[config.mk]
export PLATFORM = sky130hd
export DESIGN_NAME = mem_bus_ctrl_flat
export DESIGN_NICKNAME = d
export VERILOG_FILES = /design/src/rtl/mem_bus_ctrl_if.sv /design/src/rtl/mem_bus_ctrl.sv /design/src/flat_wrapper.sv
export SDC_FILE = /design/constraint.sdc
export NUM_CORES = 2
export LEC_CHECK = 0
export BUFFER_PORTS_ARGS = -buffer_cell sky130_fd_sc_hd__buf_2
export CORE_ASPECT_RATIO = 0.9
export CORE_MARGIN = 2
export CORE_UTILIZATION = 50
export DETAILED_ROUTE_END_ITERATION = 10
export PLACE_DENSITY = 0.75
export SYNTH_ARGS = -nofsm -noshare
export SYNTH_HDL_FRONTEND = slang
export SYNTH_SLANG_ARGS = --single-unit
[constraint.sdc]
create_clock -name clk -period 4.5 [get_ports clk]
set_input_delay 0.9 -clock clk [delete_from_list [all_inputs] [get_ports clk]]
set_output_delay 0.9 -clock clk [all_outputs]
set_load 0.02 [all_outputs]
[src/rtl/mem_bus_ctrl_if.sv]
// CPU-side memory bus bundle: command, address and store data toward the controller,
// load data back to the CPU.
interface mem_bus_ctrl_if;
  logic [1:0]  mem_cmd;
  logic [8:0]  mem_addr;
  logic [15:0] write_data;
  logic [15:0] read_data;

  modport master (
    output mem_cmd,
    output mem_addr,
    output write_data,
    input  read_data
  );

  modport slave (
    input  mem_cmd,
    input  mem_addr,
    input  write_data,
    output read_data
  );
endinterface

[src/rtl/mem_bus_ctrl.sv]
// Single-cycle memory bus controller: RAM, an LED output register and a synchronized switch port.
// Optional sticky bus error flag is built only when MEM_BUS_ERR_EN is defined.
module mem_bus_ctrl #(
  parameter int unsigned RAM_WORDS = 256,
  parameter logic [8:0]  LED_ADDR  = 9'h100,
  parameter logic [8:0]  SW_ADDR   = 9'h140
) (
  input  logic           clk,
  input  logic           reset,
  mem_bus_ctrl_if.slave  bus,
  input  logic [7:0]     sw,
  output logic [7:0]     leds,
  output logic           bus_err
);

  localparam int unsigned AddrW = (RAM_WORDS > 1) ? $clog2(RAM_WORDS) : 1;

  localparam logic [1:0] CmdNone  = 2'b00;
  localparam logic [1:0] CmdRead  = 2'b01;
  localparam logic [1:0] CmdWrite = 2'b10;
  localparam logic [1:0] CmdRsvd  = 2'b11;

  typedef enum logic [1:0] {StIdle = 2'd0, StRd = 2'd1, StWr = 2'd2} state_e;

  state_e      state;
  state_e      state_next;
  logic        rd_en;
  logic        wr_en;
  logic        in_ram;
  logic        in_led;
  logic        in_sw;
  logic [AddrW-1:0] ram_idx;
  logic [15:0] rd_value;
  logic [15:0] read_data;
  logic [7:0]  sw_meta;
  logic [7:0]  sw_sync;
  logic [15:0] ram [RAM_WORDS];

  // Address decode
  assign in_ram  = ({23'd0, bus.mem_addr} < RAM_WORDS);
  assign in_led  = (bus.mem_addr == LED_ADDR);
  assign in_sw   = (bus.mem_addr == SW_ADDR);
  assign ram_idx = bus.mem_addr[AddrW-1:0];

  // Access FSM: state register
  always_ff @(posedge clk) begin
    if (reset) begin
      state <= StIdle;
    end else begin
      state <= state_next;
    end
  end

  // Access FSM: next state depends only on the command presented this cycle
  always_comb begin
    state_next = state;
    unique case (bus.mem_cmd)
      CmdNone:  state_next = StIdle;
      CmdRead:  state_next = StRd;
      CmdWrite: state_next = StWr;
      CmdRsvd:  state_next = StIdle;
      default:  state_next = StIdle;
    endcase
  end

  // Access FSM: strobes for this edge, suppressed while in reset
  always_comb begin
    rd_en = 1'b0;
    wr_en = 1'b0;
    if (!reset) begin
      rd_en = (state_next == StRd);
      wr_en = (state_next == StWr);
    end
  end

  always_comb begin
    rd_value = 16'h0000;
    if (in_ram) begin
      rd_value = ram[ram_idx];
    end else if (in_sw) begin
      rd_value = {8'h00, sw_sync};
    end else if (in_led) begin
      rd_value = {8'h00, leds};
    end
  end

  // RAM is never cleared by reset; reads see the pre-write contents
  always_ff @(posedge clk) begin
    if (wr_en && in_ram) begin
      ram[ram_idx] <= bus.write_data;
    end
  end

  always_ff @(posedge clk) begin
    if (reset) begin
      read_data <= 16'h0000;
      leds      <= 8'h00;
      sw_meta   <= 8'h00;
      sw_sync   <= 8'h00;
    end else begin
      sw_meta <= sw;
      sw_sync <= sw_meta;
      if (rd_en) begin
        read_data <= rd_value;
      end
      if (wr_en && in_led) begin
        leds <= bus.write_data[7:0];
      end
    end
  end

  assign bus.read_data = read_data;

`ifdef MEM_BUS_ERR_EN
  logic err_hit;

  assign err_hit = (bus.mem_cmd == CmdRsvd)
                || ((rd_en || wr_en) && !in_ram && !in_led && !in_sw)
                || (wr_en && in_sw);

  always_ff @(posedge clk) begin
    if (reset) begin
      bus_err <= 1'b0;
    end else if (err_hit) begin
      bus_err <= 1'b1;
    end
  end
`else
  assign bus_err = 1'b0;
`endif

endmodule

[src/flat_wrapper.sv]
// flat-port wrapper written by rule: the top's interface ports become plain ports
module mem_bus_ctrl_flat 
#(
  parameter int unsigned RAM_WORDS = 256,
  parameter logic [8:0]  LED_ADDR  = 9'h100,
  parameter logic [8:0]  SW_ADDR   = 9'h140
)
  (clk, reset, sw, leds, bus_err, bus_mem_cmd, bus_mem_addr, bus_write_data, bus_read_data);
  mem_bus_ctrl_if bus_i ();
  input  logic clk;
  input  logic reset;
  input  logic [7:0] sw;
  output logic [7:0] leds;
  output logic bus_err;
  input wire logic [$bits(bus_i.mem_cmd)-1:0] bus_mem_cmd;
  input wire logic [$bits(bus_i.mem_addr)-1:0] bus_mem_addr;
  input wire logic [$bits(bus_i.write_data)-1:0] bus_write_data;
  output wire logic [$bits(bus_i.read_data)-1:0] bus_read_data;
  assign bus_i.mem_cmd = bus_mem_cmd;
  assign bus_i.mem_addr = bus_mem_addr;
  assign bus_i.write_data = bus_write_data;
  assign bus_read_data = bus_i.read_data;
  mem_bus_ctrl #(.RAM_WORDS(RAM_WORDS), .LED_ADDR(LED_ADDR), .SW_ADDR(SW_ADDR)) u_core (.clk(clk), .reset(reset), .bus(bus_i), .sw(sw), .leds(leds), .bus_err(bus_err));
endmodule
=== Yosys cells after proc, flatten, opt, wreduce, memory -nomap -nowiden ===
Memory sizes are Yosys's and may differ from the RTL's.
Index checks and enable logic that the tools add are counted.

* Shift operators: 0
* Bitwise logic cells: 0
* Multipliers: 0
* Div/mod/pow operators: 0
* Equality and inequality tests: 7
* Add/sub/neg operators: 0
* Muxes and demuxes: 8
* Reductions and logical operators: 4
* Magnitude comparators: 1

{| class="wikitable"
|+ Operators by type and width
! cell !! count
|-
| 2-to-1 mux 16 bit || 2
|-
| == test 9 bit, second input constant || 2
|-
| less-than comparator 9 bit, second input constant || 1
|-
| 2-to-1 mux 8 bit || 1
|-
| == test 2 bit, second input constant || 3
|-
| one-hot mux 2 bit (3 select lines) || 1
|-
| == test 2 x 1 -> 1 bit, second input constant || 2
|-
| 2-to-1 mux 1 bit || 4
|-
| logical AND 1 bit || 2
|-
| zero test 2 bit || 1
|-
| OR reduction 2 bit || 1
|}

* Output and inout port bits: 25
* Flip-flop bits (word level): 40
* Word-level logic and storage cells: 25
* Bits in writable memories: 4,096
* Latch bits: 0
* Input bits: 37
* Memory bits (read-only): 0
* Memories kept: 1

{| class="wikitable"
|+ Memories
! memory !! depth !! width !! rd ports !! clocked after memory_dff !! wr ports !! line !! RTL
|-
| u_core.ram || 256 || 16 || 1 || 0 || 1 || mem_bus_ctrl.sv:37 || <nowiki>logic [15:0] ram [RAM_WORDS];</nowiki>
|}

=== Longest topological paths before layout ===
* Depth after elaboration: 8
* Mapped depth: 14
* Mapped depth without buffers: 7

=== Least setup slack after synthesis ===
OpenSTA, ideal clock, no wires.

* Path kind: in2reg
* From: input port bus_mem_addr[0]
* To: memory u_core.ram[198][0], enable pin
* Stages: 12
* Setup time: 389 ps
* Arrival time: 3,531 ps
* Setup slack: 580 ps
* Data required time: 4,111 ps
* Buffers on the path: 9
* Cell sequence: buf_2 -> buf_6 -> buf_6 -> buf_6 -> buf_4 -> buf_4 -> buf_4 -> buf_4 -> nor2b_1 -> nand2_1 -> buf_2 -> nor2_1

* Cells in the longest elaborated chain, start to end: 4

{| class="wikitable"
|+ RTL lines
! element !! line !! RTL
|-
| start: declaration || flat_wrapper.sv:16 || <nowiki>input wire logic [$bits(bus_i.mem_addr)-1:0] bus_mem_addr;</nowiki>
|-
| less-than comparator 9 bit || mem_bus_ctrl.sv:40 || <nowiki>assign in_ram = ({23'd0, bus.mem_addr} < RAM_WORDS);</nowiki>
|-
| logical AND 1 bit || mem_bus_ctrl.sv:89 || <nowiki>if (wr_en && in_ram) begin</nowiki>
|-
| 2-to-1 mux 1 bit || mem_bus_ctrl.sv:89 ||
|-
| 2-to-1 mux 1 bit (implied by the code) || mem_bus_ctrl.sv:90 || <nowiki>ram[ram_idx] <= bus.write_data;</nowiki>
|-
| end: declaration || mem_bus_ctrl.sv:37 ||
|}

Parallel ways exist; a longest one is shown, timed or not.

=== Worst setup path after layout ===
* From: input port bus_mem_addr[0]
* To: register u_core.read_data[12], in the netlist u_core.bus.read_data[12]

* Cells in the longest elaborated chain, start to end: 2
* Elaborated cells on any way between the ends: 3
* Classes of those cells: order compare (1); mux (1); memory (1)

{| class="wikitable"
|+ RTL lines
! element !! line !! RTL
|-
| memory read (256 x 16 bit) or less-than comparator 9 bit (tied branches) || -- ||
|-
| 2-to-1 mux 16 bit (*) || mem_bus_ctrl.sv:78 || <nowiki>if (in_ram) begin</nowiki>
|-
| end signal: assignment || mem_bus_ctrl.sv:104 || <nowiki>read_data <= rd_value;</nowiki>
|-
| end: declaration || mem_bus_ctrl.sv:34 || <nowiki>logic [15:0] read_data;</nowiki>
|}

Mark *: on every way between the ends. The rest lies on a longest branch, timed or not.
A chain may end at the register's enable or synchronous reset.

==> metrics.md <==
| Metric | Value |
|---|---|
| CTS Hold Buffers Added | 0 |
| Power Density | 438 nW/um2 |
| Reg2reg start | u_core.ram[219][12] |
| CP endpoint kind | register |
| Psw | approximately 17 mW |
| GPL Wtd Cong | 1.02 |
| Final instance area | ~180000 um2 |
| Most common cell after layout, fill and taps aside | edfxtp_1 |
| Fin. Hold Viols | 0 |
| DR vias | a little over 80000 |
| DRT antenna net count | 0 |
| Final Skew | 0.0726 ns |
| EDFF count, synth | about 4000 |
| Net Count, Synth | roughly 7000 |
| Synth unique cells | 63 |
| Crit path required time | ~5.3 ns |
| Worst Tran Pin Value | roughly 1.5 ns |
| Static Leak | just under 60 nW |
| Postcts setup bufs | 0 |
| Synth warn | 0 |
| Switching share of power | 0.218 |
| Iter 0 DRT Violations | between 10000 and 15000 |
| Final worst-path cycle share | 0.858 |
| Hold wc startpoint | sw[0] |
| Vias in the first global route | ~81000 |
| Initial Util | 0.502 |
| Largest net degree at the start of global routing | between 100 and 150 |
| Share of cells above drive strength 1 | 0.314 |
| Worst vdd ir | 0.401 mV |
| Most frequent cells in the layout | edfxtp_1 (4096), mux4_2 (1097), buf_4 (584), clkbuf_16 (397), nor2_1 (247) |
| CTS tree | done |
| Mapped Area | between 150000 and 200000 um2 |
| Root Buffer | clkbuf_16 |
| Hold Path Class | in -> reg |
| Initial antenna violation count | between 40 and 50 |
| Rel. slew slack | 0.0219 |
| Avg Cell Area, Syn | 22.8 um2 |
| First-pass GRT wire length | about 640000 um |
| Setup TNS | 0 ns |
| Flop pwr share | 0.531 |
| WHS Path Cells | 2 |
| Comb pwr share | 0.053 |
| Synth Instances | between 6000 and 7000 |
| # port buffers | 60 |
| Clk slew on worst S/H paths | 0.06 ns |
| Setup Crit Path Kind | in -> reg |
| Violated checks | max-capacitance violations |
| # fillers | between 20000 and 25000 |
| DR vias/cell | a little under 7 |
| PnR Total Power | between 70 and 80 mW |
| Top FF cell, synth | edfxtp_1 |
| Post-CTS Resized | 0 |
| F_max | roughly 0.26 GHz |
| Final setup fails | 0 |
| H-tree depth | 5 |
| Worst reg-to-reg path cell count | 8 |
| Number of iterations in the first detailed-routing pass | 6 |
| Core area | 316000 um2 |
| Internal power | approximately 62 mW |
| Layout area overhead | 14.9% |
| I/O Pins | 62 |
| Die height | roughly 540 um |
| Worst setup SP type | primary input |
| TritonCTS Buffers | between 300 and 400 |
| Max Cap Viol | 1 |
| Outcome | finished with violations |
| Worst-Skew Late Latency | 1.00 ns |
| GR Overflow Total | 0 |
| Area after DPL | about 170000 um2 |
| Die area | 322000 um2 |
| Clock tree sinks | between 4000 and 5000 |
| WP data arrival | about 4.7 ns |
| Yosys reg bits | 4136 |
| Worst-path fanout max | 48 |
| Width of the die | 598 um |
| DP HPWL | ~280000 um |
| Min cycle time layout | around 3.9 ns |
| Residual DRC | 0 |
| Slew Viols, Final | 0 |
| GRT Total Usage | 0.284 |
| Row Count | 196 |
| Async SR Flop Fraction | 0 |
| Final #Nets | 7761 |
| Total length of routed wires | around 460000 um |
| RSZ-0062 raised after global routing | false |
| Seq/Total Area, Yosys | 0.780 |
| Mean routed wirelength per cell | between 30 and 40 um |
| Clk pwr share | 0.416 |
| Critical path origin | bus_mem_addr[0] |
| Clock Tree Buf Depth | 4 |
[flip-flops by register name, indices dropped and copies added, names as in the netlist]
name	count
u_core.bus.read_data	16
u_core.leds	8
u_core.ram	4096
u_core.sw_meta	8
u_core.sw_sync	8
[layer usage]
layer / global-route usage / up-vias / part of all wire
met4: 0.134 / 28 / 0.057
met2: 0.425 / 6753 / 0.46
met1: 0.378 / 43200 / 0.35
met5: 0 / - / 0.00038
met3: 0.0940 / 1114 / 0.14
li1: - / 31100 / -
[final timing paths]
kind	slack [ns]	endpoint
max	0.64	u_core.bus.read_data[12]
min	0.15	u_core.sw_meta[0]
max reg2reg	1.16	u_core.bus.read_data[12]
min reg2reg	0.44	u_core.sw_sync[0]
[power groups by stage]
| stage | clock network [mW] | registers, mW | logic, mW |
|---|---|---|---|
| floorplan | 0 | 43.2 | 1.97 |
| detailed placement | 0 | 43.2 | 4.09 |
| global route | 34.8 | 42.4 | 4.34 |
| global placement | 0 | 43.2 | 4.01 |
| finish | 33.2 | 42.4 | 4.24 |
| CTS | 33.4 | 42.4 | 4.13 |
[per-stage QoR]
stage,utilization,hold WS [ns],setup WS [ns],cells
after floorplan,-,0.414,0.580,6950
after global placement,0.536,0.438,-0.167,11500
after detailed placement,0.536,0.438,-0.122,11500
after CTS,0.576,0.0941,0.870,12200
after global routing,0.576,0.132,0.622,12200
final,0.576,0.153,0.639,12200
[Yosys cell counts, types with 5 or more instances]
master | n | share of area
dfxtp_1 | 40 | 0.0050
nand2_1 | 190 | 0.0045
edfxtp_1 | 4096 | 0.77
mux4_2 | 1097 | 0.16
nor2b_1 | 35 | 0.0014
mux2_2 | 14 | 0.00099
nand3_1 | 57 | 0.0018
buf_1 | 16 | 0.00038
mux2i_1 | 216 | 0.014
o221ai_1 | 5 | 0.00028
o21ai_0 | 35 | 0.0011
and2_1 | 6 | 0.00024
a22o_1 | 10 | 0.00055
nor2_1 | 323 | 0.0076
a21oi_1 | 59 | 0.0019
clkbuf_1 | 128 | 0.0030
nand3b_1 | 9 | 0.00043
buf_4 | 81 | 0.0038
a2111oi_0 | 11 | 0.00061
buf_2 | 143 | 0.0045
o22a_1 | 5 | 0.00028
nand4_1 | 17 | 0.00067
a32oi_1 | 19 | 0.0010
o22ai_1 | 47 | 0.0019
nor4_1 | 8 | 0.00032
a31oi_1 | 13 | 0.00051
a211oi_1 | 20 | 0.00095
a221oi_1 | 6 | 0.00033
o31ai_1 | 8 | 0.00038
nand2b_1 | 12 | 0.00047
nor3_1 | 25 | 0.00079
o211ai_1 | 13 | 0.00061
a22oi_1 | 110 | 0.0052
buf_6 | 18 | 0.0013
[worst max-delay path: stages]
cell,delay (ns)
buf_12,0.43
buf_4,0.31
buf_12,0.22
mux4_2,0.52
a22oi_1,0.42
a21oi_1,0.13
o41ai_1,0.97
buf_4,0.24
a41oi_1,0.12
mux2i_1,0.19
o21ai_1,0.07
[cells by family (layout without fill, tap and decap cells)]
| kind of cell | after synthesis | in the layout | synth area share |
|---|---|---|---|
| other | 1 | 21 | 0.0000236 |
| AOI/OAI and AO/OA | 392 | 392 | 0.0172 |
| and+or+nand+nor | 704 | 704 | 0.0193 |
| DFF | 4136 | 4136 | 0.780 |
| buffers and inverters | 390 | 1488 | 0.0131 |
| muxes | 1327 | 1327 | 0.170 |
[layout make-up]
cell class / count / area (um2) / area share
sequential: 4136 / 124000 / 0.679
multi-input combinational: 2424 / 33100 / 0.182
clock buffer: 472 / 10200 / 0.0562
timing repair buffer: 764 / 7290 / 0.0400
tap: 4158 / 5200 / 0.0285
clock inverter: 248 / 2590 / 0.0142
antenna: 20 / 50.0 / 0.000275
inverter: 4 / 25.0 / 0.000137
No activity file was read; power rests on OpenSTA's default activity.
